[config.mk]
export PLATFORM = sky130hd
export DESIGN_NAME = pmodbtn_debounce_flat
export DESIGN_NICKNAME = d
export VERILOG_FILES = /design/src/rtl/pmodbtn_debounce_if.sv /design/src/rtl/pmodbtn_debounce.sv /design/src/flat_wrapper.sv
export SDC_FILE = /design/constraint.sdc
export NUM_CORES = 1
export LEC_CHECK = 0
export ABC_AREA = 1
export BUFFER_PORTS_ARGS = -buffer_cell sky130_fd_sc_hd__buf_2
export CAP_MARGIN = 20
export CORE_MARGIN = 2
export CORE_UTILIZATION = 45
export DETAILED_ROUTE_END_ITERATION = 16
export SLEW_MARGIN = 0
export SYNTH_ARGS = -nofsm -noshare
export SYNTH_HDL_FRONTEND = slang
export SYNTH_SLANG_ARGS = --single-unit
[constraint.sdc]
create_clock -name CLK -period 3.4 [get_ports CLK]
set_clock_uncertainty 0.05 [all_clocks]
set_input_delay 0 -clock CLK [delete_from_list [all_inputs] [get_ports CLK]]
set_output_delay 0 -clock CLK [all_outputs]
set_load 0.05 [all_outputs]
[src/rtl/pmodbtn_debounce_if.sv]
// rtl/pmodbtn_debounce_if.sv - button debouncer signal bundle
// master drives raw buttons and acks; slave is the debouncer.
interface pmodbtn_debounce_if #(
  parameter int N = 4
);
  logic [N-1:0] BTN_RAW;
  logic [N-1:0] ACK;
  logic [N-1:0] BTN_STABLE;
  logic [N-1:0] BTN_PRESS;
  logic [N-1:0] BTN_RELEASE;
  logic         IRQ;

  modport master (
    output BTN_RAW,
    output ACK,
    input  BTN_STABLE,
    input  BTN_PRESS,
    input  BTN_RELEASE,
    input  IRQ
  );

  modport slave (
    input  BTN_RAW,
    input  ACK,
    output BTN_STABLE,
    output BTN_PRESS,
    output BTN_RELEASE,
    output IRQ
  );
endinterface

[src/rtl/pmodbtn_debounce.sv]
// rtl/pmodbtn_debounce.sv - N-channel button debouncer with sticky press/release flags
// Define PMODBTN_IRQ_EN to build the registered IRQ; otherwise IRQ is tied low.
module pmodbtn_debounce #(
  parameter int N               = 4,
  parameter int DEBOUNCE_CYCLES = 50000,
  parameter int CNT_W           = 16
) (
  input  logic                  CLK,
  input  logic                  RES,
  pmodbtn_debounce_if.slave     bus
);

  localparam logic [CNT_W-1:0] CNT_TERM = CNT_W'(DEBOUNCE_CYCLES - 1);

  logic [N-1:0]     s1_q, s1_d;
  logic [N-1:0]     s2_q, s2_d;
  logic [N-1:0]     stable_q, stable_d;
  logic [N-1:0]     press_q, press_d;
  logic [N-1:0]     release_q, release_d;
  logic [N-1:0]     rise, fall;
  logic [CNT_W-1:0] cnt_q [N];
  logic [CNT_W-1:0] cnt_d [N];

  always_comb begin
    s1_d     = bus.BTN_RAW;
    s2_d     = s1_q;
    stable_d = stable_q;
    for (int i = 0; i < N; i++) begin
      cnt_d[i] = '0;
      // Counter only runs while the synchronized input disagrees with the accepted level.
      if (s2_q[i] != stable_q[i]) begin
        if (cnt_q[i] == CNT_TERM) begin
          stable_d[i] = s2_q[i];
        end else begin
          cnt_d[i] = cnt_q[i] + CNT_W'(1);
        end
      end
    end
    rise      = stable_d & ~stable_q;
    fall      = ~stable_d & stable_q;
    // A new event beats a same-cycle acknowledge.
    press_d   = rise | (press_q & ~bus.ACK);
    release_d = fall | (release_q & ~bus.ACK);
  end

  always_ff @(posedge CLK or posedge RES) begin
    if (RES) begin
      s1_q      <= '0;
      s2_q      <= '0;
      stable_q  <= '0;
      press_q   <= '0;
      release_q <= '0;
      for (int i = 0; i < N; i++) begin
        cnt_q[i] <= '0;
      end
    end else begin
      s1_q      <= s1_d;
      s2_q      <= s2_d;
      stable_q  <= stable_d;
      press_q   <= press_d;
      release_q <= release_d;
      for (int i = 0; i < N; i++) begin
        cnt_q[i] <= cnt_d[i];
      end
    end
  end

  assign bus.BTN_STABLE  = stable_q;
  assign bus.BTN_PRESS   = press_q;
  assign bus.BTN_RELEASE = release_q;

`ifdef PMODBTN_IRQ_EN
  logic irq_q, irq_d;

  always_comb begin
    irq_d = |(press_q | release_q);
  end

  always_ff @(posedge CLK or posedge RES) begin
    if (RES) begin
      irq_q <= 1'b0;
    end else begin
      irq_q <= irq_d;
    end
  end

  assign bus.IRQ = irq_q;
`else
  assign bus.IRQ = 1'b0;
`endif

endmodule

[src/flat_wrapper.sv]
// flat-port wrapper written by rule: the top's interface ports become plain ports
module pmodbtn_debounce_flat 
#(
  parameter int N               = 4,
  parameter int DEBOUNCE_CYCLES = 50000,
  parameter int CNT_W           = 16
)
  (CLK, RES, bus_BTN_RAW, bus_ACK, bus_BTN_STABLE, bus_BTN_PRESS, bus_BTN_RELEASE, bus_IRQ);
  pmodbtn_debounce_if #(.N(N)) bus_i ();
  input  logic CLK;
  input  logic RES;
  input wire logic [$bits(bus_i.BTN_RAW)-1:0] bus_BTN_RAW;
  input wire logic [$bits(bus_i.ACK)-1:0] bus_ACK;
  output wire logic [$bits(bus_i.BTN_STABLE)-1:0] bus_BTN_STABLE;
  output wire logic [$bits(bus_i.BTN_PRESS)-1:0] bus_BTN_PRESS;
  output wire logic [$bits(bus_i.BTN_RELEASE)-1:0] bus_BTN_RELEASE;
  output wire logic [$bits(bus_i.IRQ)-1:0] bus_IRQ;
  assign bus_i.BTN_RAW = bus_BTN_RAW;
  assign bus_i.ACK = bus_ACK;
  assign bus_BTN_STABLE = bus_i.BTN_STABLE;
  assign bus_BTN_PRESS = bus_i.BTN_PRESS;
  assign bus_BTN_RELEASE = bus_i.BTN_RELEASE;
  assign bus_IRQ = bus_i.IRQ;
  pmodbtn_debounce #(.N(N), .DEBOUNCE_CYCLES(DEBOUNCE_CYCLES), .CNT_W(CNT_W)) u_core (.CLK(CLK), .RES(RES), .bus(bus_i));
endmodule
Word level (Yosys, flattened, before mapping) --
Index checks and enable logic that the tools add are counted.
Storage, ports and cells: register bits after elaboration 84, input port bits 10, word-level logic and storage cells 46, output and inout bits 13
Cells by class: bitwise logic cells 9, $add $sub $neg 4, equal/unequal tests 8, mux-type cells 16
Operators by type and width (number):
- $mux 16 | 8
- $add 16x1->16 const B | 4
- $eq 16x16->1 const B | 4
- $and 4x4->4 | 4
- $not 4->4 | 3
- $mux 1 | 8
- $or 4x4->4 | 2
- $ne 1x1->1 | 4

Logic depth before layout (Yosys ltp) --
depth in word-level cells 6, mapped depth 9, gate-level depth less buffers 9

Worst setup path before layout --
OpenSTA, ideal clock, no wires.
path kind reg2reg, start point register u_core.stable_q[0] (netlist: u_core.bus.BTN_STABLE[0]), end point register u_core.cnt_q[56] (netlist name), required time 3.227 ns, period minus slack after synthesis 1.501 ns, slack 1.899 ns, setup time 0.123 ns, path buffers 0, stages on the path, launching flop included 5, arrival time 1.328 ns, path through dfrtp_1 > xnor2_1 > inv_1 > nand2_1 > nor2_1
RTL lines:
- start: declaration | line pmodbtn_debounce.sv:17 | logic [N-1:0] stable_q, stable_d;
- start signal: assignment | line pmodbtn_debounce.sv:59 | stable_q <= stable_d;
- end signal: indexed assignment | line pmodbtn_debounce.sv:63 | cnt_q[i] <= cnt_d[i];
- end: declaration | line pmodbtn_debounce.sv:21 | logic [CNT_W-1:0] cnt_q [N];

==> summary by stage <==
Place
Buffers placed on the I/O ports in this run total 21. The HPWL after detailed placement is between 5000 and 6000 um. The congestion estimate from routability-driven global placement came to 0.884. The area after detailed placement is approximately 4500 um2. Before CTS, the worst setup slack after placement is roughly 1.9 ns.

Final layout
The antenna cell count is 0. The fraction of layout instances using a drive strength above 1 is 11.1%. The area of all placed cells without fillers is about 4800 um2. The area growth from synthesis to final layout is 13.2%.

The number of nets in the layout is a little over 600.

Clocking
The tree is rooted in a clkbuf_8. The total setup buffers inserted after CTS is 0. The longest clock path from root to sink contains 2 buffers. The level count of the clock H-tree is 3. The number of clock sinks seen by CTS is 84. The later pin in the worst-skew pair is clocked with a latency of roughly 0.35 ns. In this run, CTS created clock tree buffers numbering 9.

The clock edge transition at the registers on the reported setup and hold paths is around 0.090 ns. TritonCTS built the clock tree.

Critical path
Data arrives at the worst endpoint at approximately 1.7 ns. The family of cells with the greatest summed delay on the critical path is simple AND/OR/NAND/NOR gates. The capturing element type of the critical path is a flip-flop. STA classifies the critical path startpoint as a flip-flop. The signal on the critical path passes through ha_1, nand3_1, nor2_1, nand2_1, nand2_1, nor2_1. For the worst flop-to-flop path, the logic depth is 6. Along the worst path, the maximum fanout reaches 6.

On the worst path, the slowest cell contributes a delay of approximately 0.39 ns. The buffers plus inverters on the worst setup path is 0. The critical setup path kind is reg2reg. The slowest stage of the critical path belongs to the cell dfrtp_1.

In this run the number of cells on the critical path is 6. The endpoint required time on the critical path is between 3 and 4 ns.

Synth
The number of synthesis warnings is 0. In the synthesized netlist the dominant register cell turns out to be dfrtp_1. The simple-gate area share of the yosys netlist is about 34%.

The fraction of the mapped netlist area in compound gates is roughly 3.0%. Yosys attributes the largest share of cell area to dfrtp_1 49%, nor2_1 12%, nand2_1 12%. Among all cell types in the netlist, the one instantiated most often is nor2_1. The area of the mapped netlist is 4250 um2. The count of flip-flops with a built-in enable after synthesis is 0.

Summing the sequential cell areas from Yosys gives around 50% of the chip area. The combinational family with the most area after synthesis is simple AND/OR/NAND/NOR gates. The post-synthesis mux area share is 0%.

By count the netlist is led by 140 x nor2_1, 136 x nand2_1, 84 x dfrtp_1. After synthesis, the netlist uses 24 different library cells. After Yosys synthesis, XOR and XNOR cells account for under 10% of the synthesized area. The gate count of the mapped netlist is 551. The fraction of synthesized cell area taken by the top area cell type is just under 50%. The flip-flop and latch count after synthesis is between 80 and 90. In the synthesized netlist the async set-or-reset flop fraction comes to between 90% and 100%.

The largest area contributor in the netlist is dfrtp_1. Counting every net in the synthesized netlist gives about 570. The synthesized netlist devotes 1.18% of its cell area to adder and majority cells. The mean cell area of the mapped netlist is a little under 8 um2.

Global route
The number of antenna violations at the first check in global routing came to 0. The total track usage is 17.1%. The largest net degree at the start of global routing is 52. Global routing finished with a remaining overflow of 0. The number of global-route vias before repair came to between 3,000 and 4,000. The global-route wire length before repair is approximately 14,000 um.

STA
The number of endpoints with negative hold slack in the final report came to 0. Based on the critical path, the design can be clocked at up to between 600 and 700 MHz. Setup violations remaining at the end of the flow were counted as 0. The number of max-slew violations in the final report is 0.

The ratio of final minimum period to clock period is ~44%. The slew at the pin with the worst max-slew slack is 0.671 ns. Headroom to the max-slew limit came out at approximately 55%. Setup repair after global routing left no endpoint under its margin. The worst path needs about 1.5 ns of the cycle, external delays included. The smallest setup slack after layout is 1.89 ns. The total negative slack is 0 ns.

Route
Summed over all nets, wire length on met3 after detailed routing comes to 251 um. Wires add up to 7820 um. The uppermost metal layer occupied by signal nets is met4.

The average wire length per cell after detail routing is 11.1 um. The amount of wire on met2 after detailed routing is roughly 3600 um. The detailed router put a total of a little under 4000 um of wire on met1.

The count of unresolved DRC violations after routing is 0. The total number of vias is roughly 3,300. The count of nets left with antenna violations once routing finished came out at 0. For this block, the initial DRC count from the detailed router was 95. The routed via count divided by cell count is approximately 4.7. The total iterations of the first detailed-routing run is 4.

Worst hold path
The tightest min-delay check is of the in2async type.

Floorplanning
The initialized floorplan defines 35 standard-cell rows. During I/O placement, the number of pins put on the boundary was 23. The placeable core region is about 9200 um2.

The initial utilization of the core area, before any placement, comes to around 46%. The height of the die is between 100 and 150 um. The width of the die is between 100 and 150 um. The die covers about 10,000 um2.

Status
The flow ran to the end, and the final reports show no timing, DRC or antenna violations.

Power
In this run the power density over the cells is 395 nW/um2. The worst ir drop on vdd is between 0.15 and 0.2 mV. The reported leakage power is between 2 and 2.5 nW.

Job
The number of maximum-capacitance violations is 0.
-- state kept, by name, summed over array words and instances (netlist names) --
register,flops
u_core.cnt_q,64
u_core.bus.BTN_RELEASE,4
u_core.s2_q,4
u_core.bus.BTN_STABLE,4
u_core.bus.BTN_PRESS,4
u_core.s1_q,4
-- logic make-up (layout without fill, tap and decap cells) --
kind of cell             count (synthesis)  after routing
AND/OR/NAND/NOR                        343            343
flip-flops                              84             84
buffers and inverters                   63            109
XOR/XNOR                                33             33
AO/OA/AOI/OAI                           23             23
adder cells (fa/ha/maj)                  4              4
other                                    1              1
-- through the flow --
stage | instances | util, % | total power [mW] | hold slack (ns)
6_report | 708 | 52.3 | 1.90 | 0.180
5_1_grt | 708 | 52.3 | 2.00 | 0.220
4_1_cts | 708 | 52.3 | 1.94 | 0.192
3_5_place_dp | 683 | 48.9 | 1.13 | 0.0392
3_3_place_gp | 683 | 48.9 | 1.13 | 0.0371
2_1_floorplan | 551 | - | 1.10 | -0.0186
-- layer usage --
layer / vias to the layer above / track usage [%]
met3: 4 / 4.55
met5: - / 0
li1: 1764 / -
met2: 42 / 27.4
met4: 0 / 4.68
met1: 1514 / 23.3
-- cell type report --
type | instances | area (um2)
Tap cell | 111 | 139
Multi-Input combinational cell | 404 | 1910
Clock inverter | 7 | 100
Fill cell | 880 | 4380
Sequential cell | 84 | 2100
Timing Repair Buffer | 31 | 203
Inverter | 62 | 234
Clock buffer | 9 | 124
-- power by group --
group          leakage, nW  internal, mW  switching, mW  total, mW
clock network        0.102         0.417          0.369      0.787
logic                0.975        0.0288         0.0556     0.0844
registers             1.15          1.01         0.0135       1.03
total                 2.22          1.46          0.439       1.90
-- final timing paths --
| path | to | slack, ns | from |
|---|---|---|---|
| setup / recovery | u_core.cnt_q[56]$_DFF_PP0_ | 1.89 | u_core.cnt_q[48]$_DFF_PP0_ |
| hold / removal | u_core.bus.BTN_RELEASE[0]$_DFF_PP0_ | 0.18 | RES |
| setup reg to reg | u_core.cnt_q[56]$_DFF_PP0_ | 1.89 | u_core.cnt_q[48]$_DFF_PP0_ |
| hold reg to reg | u_core.s2_q[3]$_DFF_PP0_ | 0.31 | u_core.s1_q[3]$_DFF_PP0_ |
| max in group asynchronous | u_core.bus.BTN_PRESS[3]$_DFF_PP0_ | 2.08 | RES |
| min in group CLK | u_core.s1_q[3]$_DFF_PP0_ | 0.24 | bus_BTN_RAW[3] |
-- worst reg2reg max path, stage by stage (launching register included) --
cell and delay, ns:
dfrtp_1 0.39, ha_1 0.22, nand3_1 0.14, nor2_1 0.20, nand2_1 0.14, nand2_1 0.19, nor2_1 0.07
-- repair_timing --
item	in CTS	in global routing
hold buffers	9	0
hold endpoints to repair	45	0
resized for setup	0	0
-- cell usage in the layout (no fill, tap or decap) --
master,instances
a21oi_1,9
a21oi_2,3
and2_1,3
buf_2,21
buf_4,1
bufinv_16,2
clkbuf_8,9
clkinv_2,1
clkinv_4,1
clkinvlp_4,3
conb_1,1
dfrtp_1,84
dlygate4sd3_1,9
ha_1,4
inv_1,60
inv_2,1
inv_6,1
nand2_1,136
nand2_2,10
nand3_1,31
nand3_2,1
nand4_1,1
nor2_1,140
nor2_2,5
nor2_4,3
nor3_1,9
nor3_2,4
o21ai_0,6
o21ai_1,4
o21bai_1,1
xnor2_1,12
xor2_1,21
No activity file was read; power rests on OpenSTA's default activity.
